===== src/rtl/random_bit_generator_if.sv =====
// random_bit_generator_if: burst request and bit-stream signals between the controller and the PRBS source.
//   Start           - one-cycle burst request (master -> slave)
//   ModulationOrder - bits per symbol minus one (master -> slave)
//   RandomBitValid  - qualifies RandomBit (slave -> master)
//   RandomBit       - pseudo-random output bit (slave -> master)
`timescale 1ns/1ps
interface random_bit_generator_if;
    logic       Start;
    logic [2:0] ModulationOrder;
    logic       RandomBitValid;
    logic       RandomBit;
    modport master (output Start, ModulationOrder, input RandomBitValid, RandomBit);
    modport slave (input Start, ModulationOrder, output RandomBitValid, RandomBit);
endinterface


===== src/rtl/random_bit_generator.sv =====
// random_bit_generator: PRBS-15 burst source feeding the QAM mapper.
//   Clk  - system clock, rising edge
//   SRst - asynchronous active-low reset
//   bus  - slave side: Start/ModulationOrder in, RandomBitValid/RandomBit out
`timescale 1ns/1ps
module random_bit_generator #(
    parameter int          SYMBOL_COUNT = 8,
    parameter logic [14:0] SEED         = 15'h7FFF
) (
    input logic                  Clk,
    input logic                  SRst,
    random_bit_generator_if.slave bus
);
    localparam int CW = $clog2(SYMBOL_COUNT * 8 + 1);
    typedef enum logic {IDLE, RUN} state_t;
    state_t        state_q, state_d;
    logic [14:0]   lfsr_q, lfsr_d;
    logic [CW-1:0] cnt_q, cnt_d;
    logic [CW-1:0] total_q, total_d;
    logic          valid_q, valid_d;
    logic          bit_q, bit_d;
    always_comb begin
        state_d = state_q;
        lfsr_d  = lfsr_q;
        cnt_d   = cnt_q;
        total_d = total_q;
        valid_d = 1'b0;
        bit_d   = 1'b0;
        if (state_q == IDLE) begin
            if (bus.Start) begin
                total_d = CW'(SYMBOL_COUNT) * (CW'(bus.ModulationOrder) + CW'(1));
                cnt_d   = '0;
                state_d = RUN;
            end
        end else begin
            // Outputs are registered, so the bit produced here is visible one edge later.
            valid_d = 1'b1;
            bit_d   = lfsr_q[14];
            lfsr_d  = {lfsr_q[13:0], lfsr_q[14] ^ lfsr_q[13]};
            cnt_d   = cnt_q + CW'(1);
            if (cnt_d == total_q) state_d = IDLE;
        end
    end
    always_ff @(posedge Clk or negedge SRst) begin
        if (!SRst) begin
            state_q <= IDLE;
            lfsr_q  <= SEED;
            cnt_q   <= '0;
            total_q <= '0;
            valid_q <= 1'b0;
            bit_q   <= 1'b0;
        end else begin
            state_q <= state_d;
            lfsr_q  <= lfsr_d;
            cnt_q   <= cnt_d;
            total_q <= total_d;
            valid_q <= valid_d;
            bit_q   <= bit_d;
        end
    end
    assign bus.RandomBitValid = valid_q;
    assign bus.RandomBit      = bit_q;
endmodule


===== src/flat_wrapper.sv =====
// flat-port wrapper written by rule: the top's interface ports become plain ports
module random_bit_generator_flat 
#(
    parameter int          SYMBOL_COUNT = 8,
    parameter logic [14:0] SEED         = 15'h7FFF
)
  (Clk, SRst, bus_Start, bus_ModulationOrder, bus_RandomBitValid, bus_RandomBit);
  random_bit_generator_if bus_i ();
  input logic Clk;
  input logic SRst;
  input wire logic [$bits(bus_i.Start)-1:0] bus_Start;
  input wire logic [$bits(bus_i.ModulationOrder)-1:0] bus_ModulationOrder;
  output wire logic [$bits(bus_i.RandomBitValid)-1:0] bus_RandomBitValid;
  output wire logic [$bits(bus_i.RandomBit)-1:0] bus_RandomBit;
  assign bus_i.Start = bus_Start;
  assign bus_i.ModulationOrder = bus_ModulationOrder;
  assign bus_RandomBitValid = bus_i.RandomBitValid;
  assign bus_RandomBit = bus_i.RandomBit;
  random_bit_generator #(.SYMBOL_COUNT(SYMBOL_COUNT), .SEED(SEED)) u_core (.Clk(Clk), .SRst(SRst), .bus(bus_i));
endmodule

===== config.mk =====
export PLATFORM = sky130hd
export DESIGN_NAME = random_bit_generator_flat
export DESIGN_NICKNAME = d
export VERILOG_FILES = /design/src/rtl/random_bit_generator_if.sv /design/src/rtl/random_bit_generator.sv /design/src/flat_wrapper.sv
export SDC_FILE = /design/constraint.sdc
export NUM_CORES = 1
export LEC_CHECK = 0
export CAP_MARGIN = 40
export CORE_MARGIN = 4
export CORE_UTILIZATION = 40
export DETAILED_ROUTE_END_ITERATION = 10
export PLACE_DENSITY = 0.67
export SLEW_MARGIN = 20
export SYNTH_ARGS = -nofsm -noshare
export SYNTH_HDL_FRONTEND = slang
export SYNTH_SLANG_ARGS = --single-unit

===== constraint.sdc =====
create_clock -name Clk -period 3.4 [get_ports Clk]
set_input_delay 0.34 -clock Clk [delete_from_list [all_inputs] [get_ports Clk]]
set_output_delay 0.34 -clock Clk [all_outputs]
set_load 0.02 [all_outputs]

======== After elaboration in Yosys (flattened, before gate mapping) ========
Index checks and enable logic that the tools add are counted.
storage, ports and cells
  word-level logic and storage cells ...... 20
  bits in latches ......................... 0
  output and inout port bits .............. 2
  memories kept ........................... 0
  bits in writable memories ............... 0
  ROM bits ................................ 0
  register bits after elaboration ......... 29
operators by class
  multiplexer cells ....................... 7
  $lt $le $gt $ge ......................... 0
  shift-type cells ........................ 0
  reductions and logical operators ........ 2
  bitwise logic cells ..................... 2
  div/mod/pow operators ................... 0
  multiply operators ...................... 0
  add/sub/neg operators ................... 2
  equal/unequal tests ..................... 1
operator list
  cell                                                            number
  7-bit 2-to-1 mux                                                2
  7-bit by 1-bit adder with 7-bit output (second input constant)  1
  7-bit == test                                                   1
  1-bit 2-to-1 mux                                                5
  3-bit by 1-bit adder with 4-bit output (second input constant)  1
  2-bit AND reduction                                             1
  2-bit nonzero test                                              1
  1-bit inverter                                                  1
  1-bit XOR                                                       1

======== Logic depth before layout (Yosys ltp) ========
  depth after elaboration ................. 4
  depth in mapped cells ................... 5
  depth with buffers taken out ............ 5

======== Worst setup path before layout ========
Ideal clock, no wire load.
  path type ............................... flip-flop to flip-flop
  start ................................... register u_core.cnt_q[0]
  end ..................................... register u_core.cnt_q[6]
  library setup time ...................... 0.121 ns
  buffers on the path ..................... 0
  stages on the path, launching flop included .. 6
  arrival time ............................ 1.156 ns
  path slack .............................. 2.123 ns
  path through ............................ dfrtp_1 ha_1 nand3_2 nor2_2 xor2_1 a22o_1
between the ends
  cells in the longest elaborated chain, start to end .. 2
RTL lines
  element                                 line                        text
  from (decl)                             random_bit_generator.sv:18  logic [CW-1:0] cnt_q, cnt_d;
  from (signal assigned)                  random_bit_generator.sv:55  cnt_q <= cnt_d;
  7-bit by 1-bit adder with 7-bit output  random_bit_generator.sv:40  cnt_d = cnt_q + CW'(1);
  7-bit 2-to-1 mux                        random_bit_generator.sv:29  if (state_q == IDLE) begin
Every way passes these cells.
A chain may end at the register's enable or synchronous reset.

======== Final worst setup path ========
  start ................................... register u_core.state_q
  end ..................................... register u_core.total_q[4]
between the ends
  cells in the longest elaborated chain, start to end .. 2
RTL lines
  element                        line                        text
  from (decl)                    random_bit_generator.sv:16  state_t state_q, state_d;
  from (signal assigned)         random_bit_generator.sv:53  state_q <= state_d;
  1-bit inverter (no line)       --
  2-bit AND reduction (no line)  --
  to (signal assigned)           random_bit_generator.sv:56  total_q <= total_d;
  to (decl)                      random_bit_generator.sv:19  logic [CW-1:0] total_q, total_d;
Every way passes these cells.

==> flow_metrics.env <==
export IMPL_status="finished, final reports clean"
export IMPL_io_pins=8
export IMPL_clock_power_share_pct=16.4
export IMPL_crit_chain="buf_8, nand2b_1, mux2_2"
export IMPL_clk_latency_ps=320
export IMPL_postCtsHoldBufs=0
export IMPL_nNetsFinal=122
export IMPL_cts_max_level=2
export IMPL_port_buffers=7
export IMPL_drive_gt1_share_pct=41.2
export IMPL_synth_top_area_share_pct=29.9
export IMPL_dieHeight_um=65.4
export IMPL_final_setup_tns_ps=0
export IMPL_initial_utilization_pct=42.5
export IMPL_synth_ff_type="dfstp_2"
export IMPL_crit_path_top_delay_cell="dfrtp_1"
export IMPL_wl_per_cell_um=12.1
export IMPL_irDropWorstVdd_mv=0.415
export IMPL_worstPathBufferInverterCount=1
export IMPL_ys_seq_area_share_pct=56.5
export IMPL_skew_ps=9.33
export IMPL_powerDensity_nw_per_um2=942
export IMPL_ant_nets=0
export IMPL_hold_worst_slack_ps=387
export IMPL_clockBufferDepth=2
export IMPL_p_sw_uw=455
export IMPL_drc_errors=0
export IMPL_grt_overflow=0
export IMPL_die_area_um2=4280
export IMPL_synthesis_area_um2=1320
export IMPL_fmax_ghz=0.629
export IMPL_cts_root_buf="clkbuf_4"
export IMPL_clk_pin_slew_ps=90
export IMPL_dr_pass1_iters=3
export IMPL_avgSynthCellArea_um2=13.2
export IMPL_finalSetupViolations=0
export IMPL_critical_path_max_fanout=19
export IMPL_cts_resized=0
export IMPL_antenna_found_initial=0
export IMPL_drt_iter0_markers=35
export IMPL_syn_num_nets=109
export IMPL_cts_tree="done"
export IMPL_cpPeakStageDelay_ps=650
export IMPL_pwr_share_comb_pct=34.9
export IMPL_slew_viol_final=0
export IMPL_rsz0062_at_grt="no"
export IMPL_dp_hpwl_mm=1.33
export IMPL_synth_edff_count=0
export IMPL_grt_pass1_vias=806
export IMPL_critical_path_top_delay_family="flip-flops"
export IMPL_die_x_um=65.4
export IMPL_worstMarginPinSlew_ps=486
export IMPL_critical_path_class="flip-flop to flip-flop"
export IMPL_cts_sinks=29
export IMPL_arrival_ps=1800
export IMPL_slew_headroom_pct=67.6
export IMPL_post_cts_buffers=0
export IMPL_internal_power_uw=970
export IMPL_ys_seq_elements=29
export IMPL_synth_distinct_cells=24
export IMPL_num_vias=747
export IMPL_async_flop_share_pct=100
export IMPL_p_sw_share_pct=31.9
export IMPL_netlist_top_cells_area="dfstp_2, dfrtp_1, mux2_2, xnor2_1, ha_1"
export IMPL_power_leakage_uw=0.000630
export IMPL_finalHoldViolations=0
export IMPL_grt_first_pass_wirelength_mm=3.53
export IMPL_ys_warn_count=0
export IMPL_netlist_instances=100
export IMPL_min_period_ps=1590
export IMPL_rows=20
export IMPL_max_cap_viol_count=0
export IMPL_fp_coreArea_um2=3100
export IMPL_area_growth_pct=14.9
export IMPL_grt_max_degree=30
export IMPL_hold_path_class="primary input to asynchronous set/reset pin"
export IMPL_num_antenna_cells=0
export IMPL_synthTopCellsByCount="mux2_2, dfstp_2, dfrtp_1"
export IMPL_yosys_area_top_type="dfstp_2"
export IMPL_via_per_inst=4.73
export IMPL_pwr_share_seq_pct=48.7
export IMPL_routed_wl_mm=1.92
export IMPL_period_share_pct=46.7
export IMPL_synth_most_common_cell="mux2_2"
export IMPL_endpoint_kind="flip-flop"
export IMPL_cp_start_kind="flip-flop"
export IMPL_gp_congestion=0.734
export IMPL_numCtsBuffers=5
export IMPL_grt_total_usage_pct=11.1
export IMPL_worstPathRequired_ps=3610
[cell usage in the layout (no fill, tap or decap), types with 4 or more instances in the layout]
| cell type | n |
|---|---|
| clkbuf_4 | 5 |
| clkdlybuf4s50_1 | 7 |
| dfrtp_1 | 14 |
| dfstp_2 | 15 |
| mux2_2 | 16 |
| nand2_1 | 7 |
| nand3_1 | 4 |
| o21ai_0 | 5 |
| xnor2_1 | 8 |
| xor2_1 | 4 |
[per-layer routing]
metal  vias to the layer above  GRT usage (%)  share of wire (%)
li1                        372              -                  -
met1                       359           14.1                 49
met2                        12           15.7                 45
met3                         4           3.59                3.5
met4                         0           7.77                1.7
met5                         -              0                  0
[registers in the layout, indices dropped and copies added (netlist names)]
| register | cells |
|---|---|
| u_core.total_q | 4 |
| u_core.state_q | 1 |
| u_core.cnt_q | 7 |
| u_core.bus.RandomBit | 1 |
| u_core.bus.RandomBitValid | 1 |
| u_core.lfsr_q | 15 |
[per-stage QoR]
stage	power (uW)	setup slack, ps	area, um^2	util [%]	std cells
global route	1540	1680	1510	48.8	158
detailed placement	1200	1810	1440	46.5	150
global placement	1170	1620	1430	46.0	149
floorplan	1080	2120	1320	-	100
CTS	1450	1790	1510	48.8	158
finish	1430	1810	1510	48.8	158
[worst reg2reg max path, cell delays in order, from the launching register on]
cell,delay [ps]
dfrtp_1,650
buf_8,230
nand2b_1,240
mux2_2,360
[power groups by stage]
| stage | Combinational (uW) | Clock [uW] | Sequential, uW |
|---|---|---|---|
| floorplan | 417 | 0 | 666 |
| detailed placement | 502 | 0 | 702 |
| finish | 497 | 234 | 695 |
| global placement | 455 | 0 | 716 |
| global route | 550 | 264 | 723 |
| CTS | 504 | 245 | 697 |
[cell type report]
class,instances,area [um^2]
timing repair buffer,9,92.6
sequential,29,744
fill,319,1590
multi-input combinational,68,552
clock inverter,1,5.00
tap,44,55.1
clock buffer,7,65.1
[path summary, 6_finish.rpt]
path	depth (start not counted)	end	startpoint	slack, ps
max	3	u_core.total_q[4]	u_core.state_q	1810
min	2	u_core.total_q[4]	SRst	390
max reg2reg	3	u_core.total_q[4]	u_core.state_q	1810
min reg2reg	2	u_core.lfsr_q[0]	u_core.lfsr_q[0]	490
max in group asynchronous	2	u_core.lfsr_q[10]	SRst	2700
min in group Clk	2	u_core.lfsr_q[0]	u_core.lfsr_q[0]	490
[cells by family (layout without fill, tap and decap cells)]
| logic type | count (synthesis) | in the layout | share of synthesized area (%) |
|---|---|---|---|
| mux | 17 | 17 | 14.4 |
| fa+ha+maj | 3 | 3 | 2.85 |
| simple gates | 23 | 23 | 9.12 |
| flops | 29 | 29 | 56.5 |
| compound gates | 12 | 12 | 6.27 |
| xor+xnor | 13 | 13 | 9.21 |
| buf+inv | 3 | 17 | 1.61 |
No activity file was read; power rests on OpenSTA's default activity.
